$ cat src/rtl/seq_mag_comp_pkg.sv
// ----------------------------------------------------------------------------
// seq_comp_pkg
//   Shared types for the sequential magnitude comparator:
//     state_t   - controller states (IDLE, CMP, DONE)
//     cmp_res_t - comparison outcome (RES_EQ, RES_LT, RES_GT)
//     res_flags - converts a cmp_res_t into one-hot {eq, lt, gt} flags
// ----------------------------------------------------------------------------
package seq_comp_pkg;

   typedef enum logic [1:0] {
      IDLE = 2'd0,
      CMP  = 2'd1,
      DONE = 2'd2
   } state_t;

   typedef enum logic [1:0] {
      RES_EQ = 2'd0,
      RES_LT = 2'd1,
      RES_GT = 2'd2
   } cmp_res_t;

   // Returns {eq, lt, gt}; exactly one bit set for every legal result.
   function automatic logic [2:0] res_flags(input cmp_res_t r);
      logic [2:0] f;
      f = 3'b000;
      case (r)
         RES_EQ:  f = 3'b100;
         RES_LT:  f = 3'b010;
         RES_GT:  f = 3'b001;
         default: f = 3'b000;
      endcase
      return f;
   endfunction

   // Cascade priority: GT wins, then LT, else EQ. Illegal codes
   // (several bits set, or none) therefore resolve deterministically.
   function automatic cmp_res_t cas_resolve(input logic gt, input logic lt);
      cmp_res_t r;
      if (gt)      r = RES_GT;
      else if (lt) r = RES_LT;
      else         r = RES_EQ;
      return r;
   endfunction

endpackage

$ cat src/rtl/seq_mag_comp_if.sv
// ----------------------------------------------------------------------------
// seq_mag_comp_if
//   Operand/result bus of the sequential magnitude comparator.
//   Optional macro: SEQ_COMP_SIGNED_EN adds signed_mode.
//
//   Handshake: a transfer happens on a rising clock edge where both valid and
//   ready are high. Input side: in_valid/in_ready qualify a, b, cas_* (and
//   signed_mode). Output side: out_valid/out_ready qualify the flags. The
//   producer must hold its payload stable while valid is high and ready low.
//
//   Signals:
//     in_valid, in_ready      - operand handshake
//     a, b                    - WIDTH-bit operands
//     cas_eq, cas_lt, cas_gt  - cascade from a less-significant stage
//     out_valid, out_ready    - result handshake
//     a_eq_b, a_ls_b, a_gt_b  - one-hot result while out_valid
//     busy                    - comparison in progress
//     signed_mode             - (SEQ_COMP_SIGNED_EN) two's-complement order
//   Modports: master = operand source / result sink, slave = comparator.
// ----------------------------------------------------------------------------
interface seq_mag_comp_if #(
   parameter int WIDTH = 32
);
   logic             in_valid;
   logic             in_ready;
   logic [WIDTH-1:0] a;
   logic [WIDTH-1:0] b;
   logic             cas_eq;
   logic             cas_lt;
   logic             cas_gt;
   logic             out_valid;
   logic             out_ready;
   logic             a_eq_b;
   logic             a_ls_b;
   logic             a_gt_b;
   logic             busy;
`ifdef SEQ_COMP_SIGNED_EN
   logic             signed_mode;

   modport master (
      output in_valid, a, b, cas_eq, cas_lt, cas_gt, out_ready, signed_mode,
      input  in_ready, out_valid, a_eq_b, a_ls_b, a_gt_b, busy
   );

   modport slave (
      input  in_valid, a, b, cas_eq, cas_lt, cas_gt, out_ready, signed_mode,
      output in_ready, out_valid, a_eq_b, a_ls_b, a_gt_b, busy
   );
`else
   modport master (
      output in_valid, a, b, cas_eq, cas_lt, cas_gt, out_ready,
      input  in_ready, out_valid, a_eq_b, a_ls_b, a_gt_b, busy
   );

   modport slave (
      input  in_valid, a, b, cas_eq, cas_lt, cas_gt, out_ready,
      output in_ready, out_valid, a_eq_b, a_ls_b, a_gt_b, busy
   );
`endif

endinterface

$ cat src/rtl/seq_mag_comp_slice_cmp.sv
// ----------------------------------------------------------------------------
// slice_cmp
//   Combinational SLICE-bit unsigned comparator. When inv_msb is set, bit
//   SLICE-1 of both operands is inverted before comparing, which turns the
//   unsigned order of the most-significant slice into two's-complement order.
//
//   Ports:
//     a, b    - slice operands
//     inv_msb - invert the top bit of both operands
//     eq      - a == b
//     lt      - a <  b (after optional inversion)
//     gt      - a >  b (after optional inversion)
// ----------------------------------------------------------------------------
module slice_cmp #(
   parameter int SLICE = 4
) (
   input  logic [SLICE-1:0] a,
   input  logic [SLICE-1:0] b,
   input  logic             inv_msb,
   output logic             eq,
   output logic             lt,
   output logic             gt
);

   logic [SLICE-1:0] flip;
   logic [SLICE-1:0] a_m;
   logic [SLICE-1:0] b_m;

   always_comb begin
      flip            = '0;
      flip[SLICE-1]   = inv_msb;
   end

   assign a_m = a ^ flip;
   assign b_m = b ^ flip;

   assign eq = (a_m == b_m);
   assign lt = (a_m <  b_m);
   assign gt = (a_m >  b_m);

endmodule

$ cat src/rtl/seq_mag_comp.sv
// ----------------------------------------------------------------------------
// seq_mag_comp
//   Cascadable magnitude comparator that walks the operands one SLICE-bit
//   digit per clock from the MSB down, stopping at the first unequal digit.
//   If every digit is equal the registered cascade inputs decide.
//   Optional macro: SEQ_COMP_SIGNED_EN (signed_mode on the bus; MSB slice
//   compared in two's-complement order when set).
//
//   Ports:
//     clk       - clock, rising edge
//     rst       - synchronous active-high reset
//     bus       - seq_mag_comp_if slave (handshakes, operands, result)
//     fsm_state - current controller state (debug visibility)
//
//   Timing: the accept edge moves IDLE->CMP; the result edge k (1..NSLICE)
//   later moves CMP->DONE with out_valid high; out_ready returns to IDLE.
// ----------------------------------------------------------------------------
module seq_mag_comp
   import seq_comp_pkg::*;
#(
   parameter int WIDTH = 32,
   parameter int SLICE = 4
) (
   input  logic            clk,
   input  logic            rst,
   seq_mag_comp_if.slave   bus,
   output state_t          fsm_state
);

   localparam int NSLICE = WIDTH / SLICE;
   localparam int IDX_W  = (NSLICE > 1) ? $clog2(NSLICE) : 1;
   localparam logic [IDX_W-1:0] IDX_MAX = IDX_W'(NSLICE - 1);

   state_t                        state;
   logic [IDX_W-1:0]              idx;
   logic [NSLICE-1:0][SLICE-1:0]  a_q;
   logic [NSLICE-1:0][SLICE-1:0]  b_q;
   cmp_res_t                      cas_q;
   logic                          signed_q;
   logic                          out_valid_q;
   logic [2:0]                    flags_q;

   logic [SLICE-1:0]              a_sl;
   logic [SLICE-1:0]              b_sl;
   logic                          sl_eq;
   logic                          sl_lt;
   logic                          sl_gt;
   logic                          inv_msb;
   logic                          signed_in;

`ifdef SEQ_COMP_SIGNED_EN
   assign signed_in = bus.signed_mode;
`else
   assign signed_in = 1'b0;
`endif

   // Slice mux: one comparator, digit selected by idx.
   assign a_sl    = a_q[idx];
   assign b_sl    = b_q[idx];
   // Sign inversion applies only to the most-significant digit.
   assign inv_msb = signed_q && (idx == IDX_MAX);

   slice_cmp #(
      .SLICE (SLICE)
   ) u_slice_cmp (
      .a       (a_sl),
      .b       (b_sl),
      .inv_msb (inv_msb),
      .eq      (sl_eq),
      .lt      (sl_lt),
      .gt      (sl_gt)
   );

   always_ff @(posedge clk) begin
      if (rst) begin
         state       <= IDLE;
         idx         <= IDX_MAX;
         a_q         <= '0;
         b_q         <= '0;
         cas_q       <= RES_EQ;
         signed_q    <= 1'b0;
         out_valid_q <= 1'b0;
         flags_q     <= 3'b000;
      end else begin
         case (state)
            IDLE: begin
               // in_ready is high in IDLE, so in_valid alone completes the accept.
               if (bus.in_valid) begin
                  a_q      <= bus.a;
                  b_q      <= bus.b;
                  cas_q    <= cas_resolve(bus.cas_gt, bus.cas_lt);
                  signed_q <= signed_in;
                  idx      <= IDX_MAX;
                  state    <= CMP;
               end
            end
            CMP: begin
               if (!sl_eq) begin
                  flags_q     <= res_flags(sl_lt ? RES_LT : RES_GT);
                  out_valid_q <= 1'b1;
                  state       <= DONE;
               end else if (idx == '0) begin
                  flags_q     <= res_flags(cas_q);
                  out_valid_q <= 1'b1;
                  state       <= DONE;
               end else begin
                  idx <= idx - 1'b1;
               end
            end
            DONE: begin
               if (bus.out_ready) begin
                  out_valid_q <= 1'b0;
                  flags_q     <= 3'b000;
                  state       <= IDLE;
               end
            end
            default: begin
               state       <= IDLE;
               out_valid_q <= 1'b0;
               flags_q     <= 3'b000;
            end
         endcase
      end
   end

   assign bus.in_ready  = (state == IDLE) && !rst;
   assign bus.busy      = (state == CMP);
   assign bus.out_valid = out_valid_q;
   assign bus.a_eq_b    = flags_q[2];
   assign bus.a_ls_b    = flags_q[1];
   assign bus.a_gt_b    = flags_q[0];
   assign fsm_state     = state;

   // sl_gt is implied by !sl_eq && !sl_lt; kept on the comparator for clarity.
   logic unused_ok;
   assign unused_ok = sl_gt ^ bus.cas_eq;

endmodule

$ cat src/flat_wrapper.sv
// flat-port wrapper written by rule: the top's interface ports become plain ports
module seq_mag_comp_flat import seq_comp_pkg::*;
#(
   parameter int WIDTH = 32,
   parameter int SLICE = 4
)
  (clk, rst, fsm_state, bus_in_valid, bus_a, bus_b, bus_cas_eq, bus_cas_lt, bus_cas_gt, bus_out_ready, bus_in_ready, bus_out_valid, bus_a_eq_b, bus_a_ls_b, bus_a_gt_b, bus_busy);
  seq_mag_comp_if #(.WIDTH(WIDTH)) bus_i ();
  input  logic clk;
  input  logic rst;
  output state_t fsm_state;
  input wire logic [$bits(bus_i.in_valid)-1:0] bus_in_valid;
  input wire logic [$bits(bus_i.a)-1:0] bus_a;
  input wire logic [$bits(bus_i.b)-1:0] bus_b;
  input wire logic [$bits(bus_i.cas_eq)-1:0] bus_cas_eq;
  input wire logic [$bits(bus_i.cas_lt)-1:0] bus_cas_lt;
  input wire logic [$bits(bus_i.cas_gt)-1:0] bus_cas_gt;
  input wire logic [$bits(bus_i.out_ready)-1:0] bus_out_ready;
  output wire logic [$bits(bus_i.in_ready)-1:0] bus_in_ready;
  output wire logic [$bits(bus_i.out_valid)-1:0] bus_out_valid;
  output wire logic [$bits(bus_i.a_eq_b)-1:0] bus_a_eq_b;
  output wire logic [$bits(bus_i.a_ls_b)-1:0] bus_a_ls_b;
  output wire logic [$bits(bus_i.a_gt_b)-1:0] bus_a_gt_b;
  output wire logic [$bits(bus_i.busy)-1:0] bus_busy;
  assign bus_i.in_valid = bus_in_valid;
  assign bus_i.a = bus_a;
  assign bus_i.b = bus_b;
  assign bus_i.cas_eq = bus_cas_eq;
  assign bus_i.cas_lt = bus_cas_lt;
  assign bus_i.cas_gt = bus_cas_gt;
  assign bus_i.out_ready = bus_out_ready;
  assign bus_in_ready = bus_i.in_ready;
  assign bus_out_valid = bus_i.out_valid;
  assign bus_a_eq_b = bus_i.a_eq_b;
  assign bus_a_ls_b = bus_i.a_ls_b;
  assign bus_a_gt_b = bus_i.a_gt_b;
  assign bus_busy = bus_i.busy;
  seq_mag_comp #(.WIDTH(WIDTH), .SLICE(SLICE)) u_core (.clk(clk), .rst(rst), .bus(bus_i), .fsm_state(fsm_state));
endmodule
$ cat config.mk
export PLATFORM = sky130hd
export DESIGN_NAME = seq_mag_comp_flat
export DESIGN_NICKNAME = d
export VERILOG_FILES = /design/src/rtl/seq_mag_comp_pkg.sv /design/src/rtl/seq_mag_comp_if.sv /design/src/rtl/seq_mag_comp_slice_cmp.sv /design/src/rtl/seq_mag_comp.sv /design/src/flat_wrapper.sv
export SDC_FILE = /design/constraint.sdc
export NUM_CORES = 1
export LEC_CHECK = 0
export CAP_MARGIN = 10
export CORE_MARGIN = 4
export CORE_UTILIZATION = 35
export DETAILED_ROUTE_END_ITERATION = 7
export PLACE_DENSITY_LB_ADDON = 0.08
export REMOVE_ABC_BUFFERS = 1
export SYNTH_ARGS = -nofsm -noshare
export SYNTH_HDL_FRONTEND = slang
export SYNTH_SLANG_ARGS = --single-unit
$ cat constraint.sdc
create_clock -name clk -period 3 [get_ports clk]
set_input_delay 0.9 -clock clk [delete_from_list [all_inputs] [get_ports clk]]
set_output_delay 0.9 -clock clk [all_outputs]
set_load 0.1 [all_outputs]
==> impl_metrics.ini <==
[run_status]
status = finished, final reports clean

[sta]
finalSetupViolations = 0
worstMarginPinSlew_ns = 0.815
min_period_over_period_pct = 89.2
period_needed_ns = 2.68
maxSlewHeadroom_pct = 45.7
fin_skew_ns = 0.00952
drv_slew = 0
count_of_endpoints_failing_hold_in_the_final_timing_report = 0
setup-tns-final_ns = 0
finalHoldWorstSlack_ns = 0.450
timing.fmax_ghz = 0.374
timing.final.ws_setup_ns = 0.323
grt_setup_unrepaired = false

[yosys]
yosysSeqAreaShare_pct = 45.5
synth_cells = 383
netlist-cell-type-count = 31
syn_area_um2 = 3300
post_synthesis_sequential_element_count = 75
avgSynthCellArea_um2 = 8.61
synth-warning-count = 0

[critical_path]
startpoint_type = register
data_required_time_at_the_worst_endpoint_ns = 3.24
cp.arrival_ns = 2.92
worst-setup-path-type = register to register
critical_path_peak_fanout = 7
setup.worst_path.end_class = register

[global_route]
grt_start_max_net_pins = 78
grt_antenna_before_repair = 0
first_global_vias = 2779
gr-total-overflow = 0
global_route_wire_length_before_repair_um = 12700
grt_util_all_layers_pct = 14.1

[drt]
detailedRoute.firstIterationViolations = 80
route.vias.total = 2756
detail-route-antenna-nets = 0
mean_routed_wirelength_per_cell_um = 13.2
viasPerCell = 4.87
drc = 0
wire_length_after_detailed_routing_um = 7490
detailedRoute.firstPassIterationCount = 6

[placed_design]
place.gp.congestion = 0.733
post_dp_cell_area_um2 = 4110
port-buffer-count = 77
placed_cells_incl_taps = 550
preCtsSetupSlack_ns = 0.202
post-dp-hpwl_um = 5090

[pwr]
irDropWorstVdd_mv = 0.220
totalPowerFinal_mw = 2.38
power_density_nw_per_um2 = 554
power.static_leakage_nw = 1.66

[run]
drv_cap = 0

[final_layout]
area_growth_synth_to_finish_pct = 30.3
antenna_cells_inserted = 0
multi_input_comb_area_um2 = 1630
post-route-util_pct = 46.7
final-seq-area_um2 = 1500
final_area_um2 = 4300
share_of_cells_above_drive_strength_1_pct = 13.4
finish.net_count = 527
stdcell_count = 566
fillerInstances = 936

[clocking]
cts-root-buf = clkbuf_8
insertion_delay_ns = 0.34
cts-buffers-inserted = 9
cts.clk_slew.worst_paths_ns = 0.08
cts_max_level = 3
cts_setup_buffers = 0
cts_sinks = 75
cts_max_path_buffers = 2
cts_tree = done
hold_buffers = 0

[floorplanning]
num_io_pins = 79
chip_width_um = 105
floorplan.initialDensity_pct = 35.9
die_area_um2 = 11000
num_rows = 35
chipHeight_um = 105
fp.coreArea_um2 = 9200

[min_path]
holdCritPathClass = register to register
==> worst paths after layout <==
check	start	to	slack [ns]	depth (start not counted)
worst max-delay path	u_core.idx[0]	u_core.flags_q[1]	0.32	8
worst min-delay path	u_core.b_q[29]	u_core.b_q[29]	0.45	2
worst max register to register	u_core.idx[0]	u_core.flags_q[1]	0.32	8
worst min register to register	u_core.b_q[29]	u_core.b_q[29]	0.45	2
==> Yosys cell counts (all sizes together) <==
| library cell | count | share of area [%] |
|---|---|---|
| a21oi | 73 | 11 |
| o31ai | 2 | 0.45 |
| or2 | 1 | 0.19 |
| nor2 | 2 | 0.23 |
| a2111oi | 1 | 0.30 |
| dfxtp | 75 | 46 |
| nand2b | 2 | 0.38 |
| nand3b | 2 | 0.45 |
| or4 | 2 | 0.45 |
| nor3 | 6 | 0.91 |
| or3 | 3 | 0.57 |
| nand3 | 1 | 0.15 |
| inv | 6 | 0.68 |
| buf | 17 | 3.5 |
| and2 | 1 | 0.27 |
| mux2i | 4 | 1.2 |
| nand4 | 1 | 0.38 |
| a21o | 3 | 0.68 |
| nand2 | 138 | 16 |
| mux4 | 16 | 11 |
| nor4 | 1 | 0.19 |
| ha | 6 | 2.3 |
| and2b | 1 | 0.23 |
| a31oi | 1 | 0.19 |
| clkbuf | 12 | 1.4 |
| o21ai | 2 | 0.42 |
| mux2 | 4 | 1.4 |
==> area by class of cell <==
| class | instances | area share (%) |
|---|---|---|
| clock inverters | 6 | 0.990 |
| clock buffers | 10 | 2.97 |
| inverters | 6 | 0.524 |
| multi-input cells | 273 | 38.0 |
| repair buffers | 85 | 19.3 |
| well taps | 111 | 3.23 |
| flip-flops and latches | 75 | 34.9 |
==> sequential cells by signal (all words and copies together), names as in the netlist <==
name / count
u_core.idx: 3
u_core.flags_q: 3
u_core.cas_q: 2
u_core.b_q: 32
u_core.bus.out_valid: 1
u_core.fsm_state: 2
u_core.a_q: 32
==> kinds of logic after synthesis <==
| group | Yosys count | synth area share, % |
|---|---|---|
| adders and majority gates | 6 | 2.28 |
| DFF | 75 | 45.5 |
| buffers and inverters | 35 | 5.50 |
| and+or+nand+nor | 161 | 20.1 |
| muxes | 24 | 13.5 |
| AOI/OAI and AO/OA | 82 | 13.1 |
==> routing by layer <==
layer / track usage, % / wire length, µm / share of wire (%) / up-vias
met4: 4.50 / 94 / 1.3 / 0
met3: 3.58 / 348 / 4.6 / 9
li1: - / - / - / 1427
met5: 0 / 0 / 0 / -
met1: 18.3 / 3570 / 48 / 1271
met2: 22.9 / 3480 / 46 / 49
==> placed cells by master (no fill, tap or decap), types with 2 or more instances in the layout <==
master           instances
or3_1                    3
mux2_2                   4
a21oi_1                 73
clkinv_4                 2
buf_4                   14
nand2b_1                 2
clkdlybuf4s50_1         68
clkbuf_8                 9
a21o_1                   3
or4_1                    2
buf_12                   2
dfxtp_1                 75
mux4_2                  16
nand2_1                137
nand3b_1                 2
nor3_1                   5
ha_1                     6
clkinvlp_4               2
nor2_1                   2
clkinv_2                 2
mux2i_1                  4
inv_1                    5
==> power breakdown <==
group	internal (mW)	leakage, nW	switching, mW
Clock	0.300	0.0822	0.365
Combinational	0.253	0.965	0.339
Sequential	1.08	0.615	0.0428
==> critical path, cell delays in order (launching register included) <==
cell and delay, ns:
dfxtp_1 0.33, buf_4 0.19, mux4_2 0.52, mux2_2 0.28
ha_1 0.31, nand2b_1 0.17, a2111oi_2 0.46, nor3_1 0.12
o31ai_1 0.19
==> repair_timing <==
item | 4_1_cts | 5_1_grt
endpoints found under the hold margin | 0 | 0
endpoints found under the setup margin | 0 | 4
resized for setup | 0 | 3
Power figures use the tool's default switching activity.
==> patch (same settings) <==
The 3 values of `cmp_res_t` get a one-hot encoding in 3 bits.
--- a/src/rtl/seq_mag_comp_pkg.sv
+++ b/src/rtl/seq_mag_comp_pkg.sv
@@ -15,6 +15,6 @@
 
-   typedef enum logic [1:0] {
-      RES_EQ = 2'd0,
-      RES_LT = 2'd1,
-      RES_GT = 2'd2
+   typedef enum logic [2:0] {
+      RES_EQ = 3'b001,
+      RES_LT = 3'b010,
+      RES_GT = 3'b100
    } cmp_res_t;
Check against the original RTL: same outputs for any inputs over 10 cycles, from zero or initial values and one cycle with rst high; not proved beyond that.
==> patch against the unedited design <==
Sequential share of layout area fell by 0.78 points; synthesized area increased by 0.72%; sequential cell count rose by 1; wire length is 3.1% higher; clock power grew 30%; cell area rose by 3.6%; total power increased by 12%; setup slack gained 0.038 ns; critical endpoint unchanged.
==> patch: results (changes against the unedited design) <==
Run status
  – Status: complete, no violations

Placed design
  – Place WS: 0.3423 ns (+0.1401 ns)
  – Post-DP HPWL: 5337 microns (+4.9%)
  – Port Buffers: 77 (unchanged)
  – Post-place instance area: 0.004230 sq mm (+2.9%)
  – Routability cong.: 0.7163 (-2.3%)

Clocking
  – Total CTS buffers: 9 (unchanged)
  – Reg clk slew, reported paths: 0.08 ns (about the same)
  – Clock tree buffer depth: 2 (unchanged)
  – Skew-Pair Late Insertion Delay: 0.34 ns (about the same)
  – Clk root buf: clkbuf_8
  – Post-CTS Setup Bufs: 0 (unchanged)

Cells and area
  – Share of layout cells above drive strength 1: 12.78% (-0.63 points)
  – Fin nets: 527 (unchanged)
  – ANT cells: 0 (unchanged)

Yosys
  – Commonest cells post-synth: nand2_1, dfxtp_1, a21oi_1
  – Post-Synth XOR/XNOR Area: 0.5271% (+0.53 points)
  – Synth cell types: 30 (-3.2%)
  – Post-synthesis mux area share: 13.70% (+0.20 points)
  – Synthesized-area fraction occupied by adder cells: 2.259% (-0.016 points)
  – Compound-cell area share of the yosys netlist: 13.55% (+0.43 points)
  – Synth area leaders: dfxtp_1, nand2_1, mux4_2, a21oi_1, ha_1
  – Register area share after synthesis: 45.78% (+0.28 points)
  – Synth top area share: 45.78% (+0.28 points)

Detailed routing
  – Met1 Wirelength: 3751 microns (+5.0%)
  – Top sig layer: met4
  – Metal2 WL: 3474 microns (-0.12%)
  – WL final: 7727 microns (+3.1%)
  – WL met3: 399 microns (+15%)
  – First-pass iteration count of the detailed router: 4 (-2)
  – Iter 0 DRT Violations: 68 (-15%)
  – Drt via density: 4.643 (-4.6%)

Global routing
  – GRT Overall Usage: 14.06% (-0.023 points)
  – First-pass GRT wire length: 12490 microns (-1.9%)
  – Number of global-route vias before repair: 2567 (-7.6%)
  – Initial antenna violation count: 0 (unchanged)
  – Largest net degree at the start of global routing: 76 (-2.6%)

Timing
  – Worst Tran Pin Value: 0.7873 ns (-0.02759 ns)
  – Endpoints failing setup: 0 (unchanged)
  – Skew final: 0.009174 ns (-0.0003432 ns)
  – Peak Freq: 0.3790 GHz (+1.5%)

Min path
  – Worst min path class: reg -> reg
  – Min-delay src: u_core.a_q[26]
  – Hold path cells: 2 (unchanged)
  – Hold Path End: u_core.a_q[26]

Power
  – Lkg Pwr: 1.739 nW (+4.6%)
  – Max VDD drop: 0.2713 mV (+23%)

Critical path
  – Reg2reg start: u_core.idx[0]
  – Arr. time, crit path: 2.92 ns (about the same)
  – Reg2Reg Depth: 9 (+1)
  – Crit-path max FO: 7 (unchanged)
  – R2R Path End: u_core.flags_q[1]
  – Worst R2R Setup Slack: 0.36 ns (+0.04 ns)
## patch: area by class of cell
type | instances | area (sq um)
Fill cell | 934 | 4786
Multi-Input combinational cell | 273 | 1644
Sequential cell | 76 | 1521
Timing Repair Buffer | 86 | 888.4
Tap cell | 129 | 161.4
Clock buffer | 11 | 151.4
Clock inverter | 4 | 72.57
Inverter | 4 | 15.01
## patch: through the flow
stage	TNS [ns]	hold WS, ns	utilization, %	std cells
after global routing	0	0.4785	48.21	583
after CTS	0	0.4572	48.21	583
final	0	0.4550	48.21	583
after floorplan	-0.8297	0.4271	-	353
after global placement	0	0.4403	45.78	568
after detailed placement	0	0.4469	45.78	568
## patch: critical path, cell delays in order (launching register included)
cell and delay [ns]:
dfxtp_1 0.37, buf_4 0.20, mux4_2 0.52, mux2_2 0.29
ha_1 0.30, nand4_1 0.12, buf_4 0.19, nor4b_1 0.33
a211o_1 0.15, a22o_1 0.11
## patch: worst max-delay path by stage
stage                              to  cells past startpoint
floorplan                bus_in_ready                      1
global placement    u_core.flags_q[1]                      9
detailed placement  u_core.flags_q[1]                      9
CTS                 u_core.flags_q[1]                      9
global route        u_core.flags_q[1]                      9
finish              u_core.flags_q[1]                      9
## patch: logic make-up (layout without fill, tap and decap cells)
| kind of cell | after synthesis | after routing |
|---|---|---|
| XOR/XNOR | 2 | 2 |
| adder cells (fa/ha/maj) | 6 | 6 |
| AND/OR/NAND/NOR | 158 | 158 |
| AO/OA/AOI/OAI | 82 | 82 |
| flip-flops | 76 | 76 |
| buffers and inverters | 33 | 105 |
| multiplexers | 25 | 25 |
## patch: power by group
group | switching [mW] | internal, mW
Sequential | 0.0509 | 1.10
Combinational | 0.364 | 0.282
Clock | 0.361 | 0.508
## patch: layer usage
metal  vias up  track usage, %
met5         -               0
met2        53           21.49
li1       1429               -
met1      1215           19.18
met4         0           5.061
met3        10           3.613
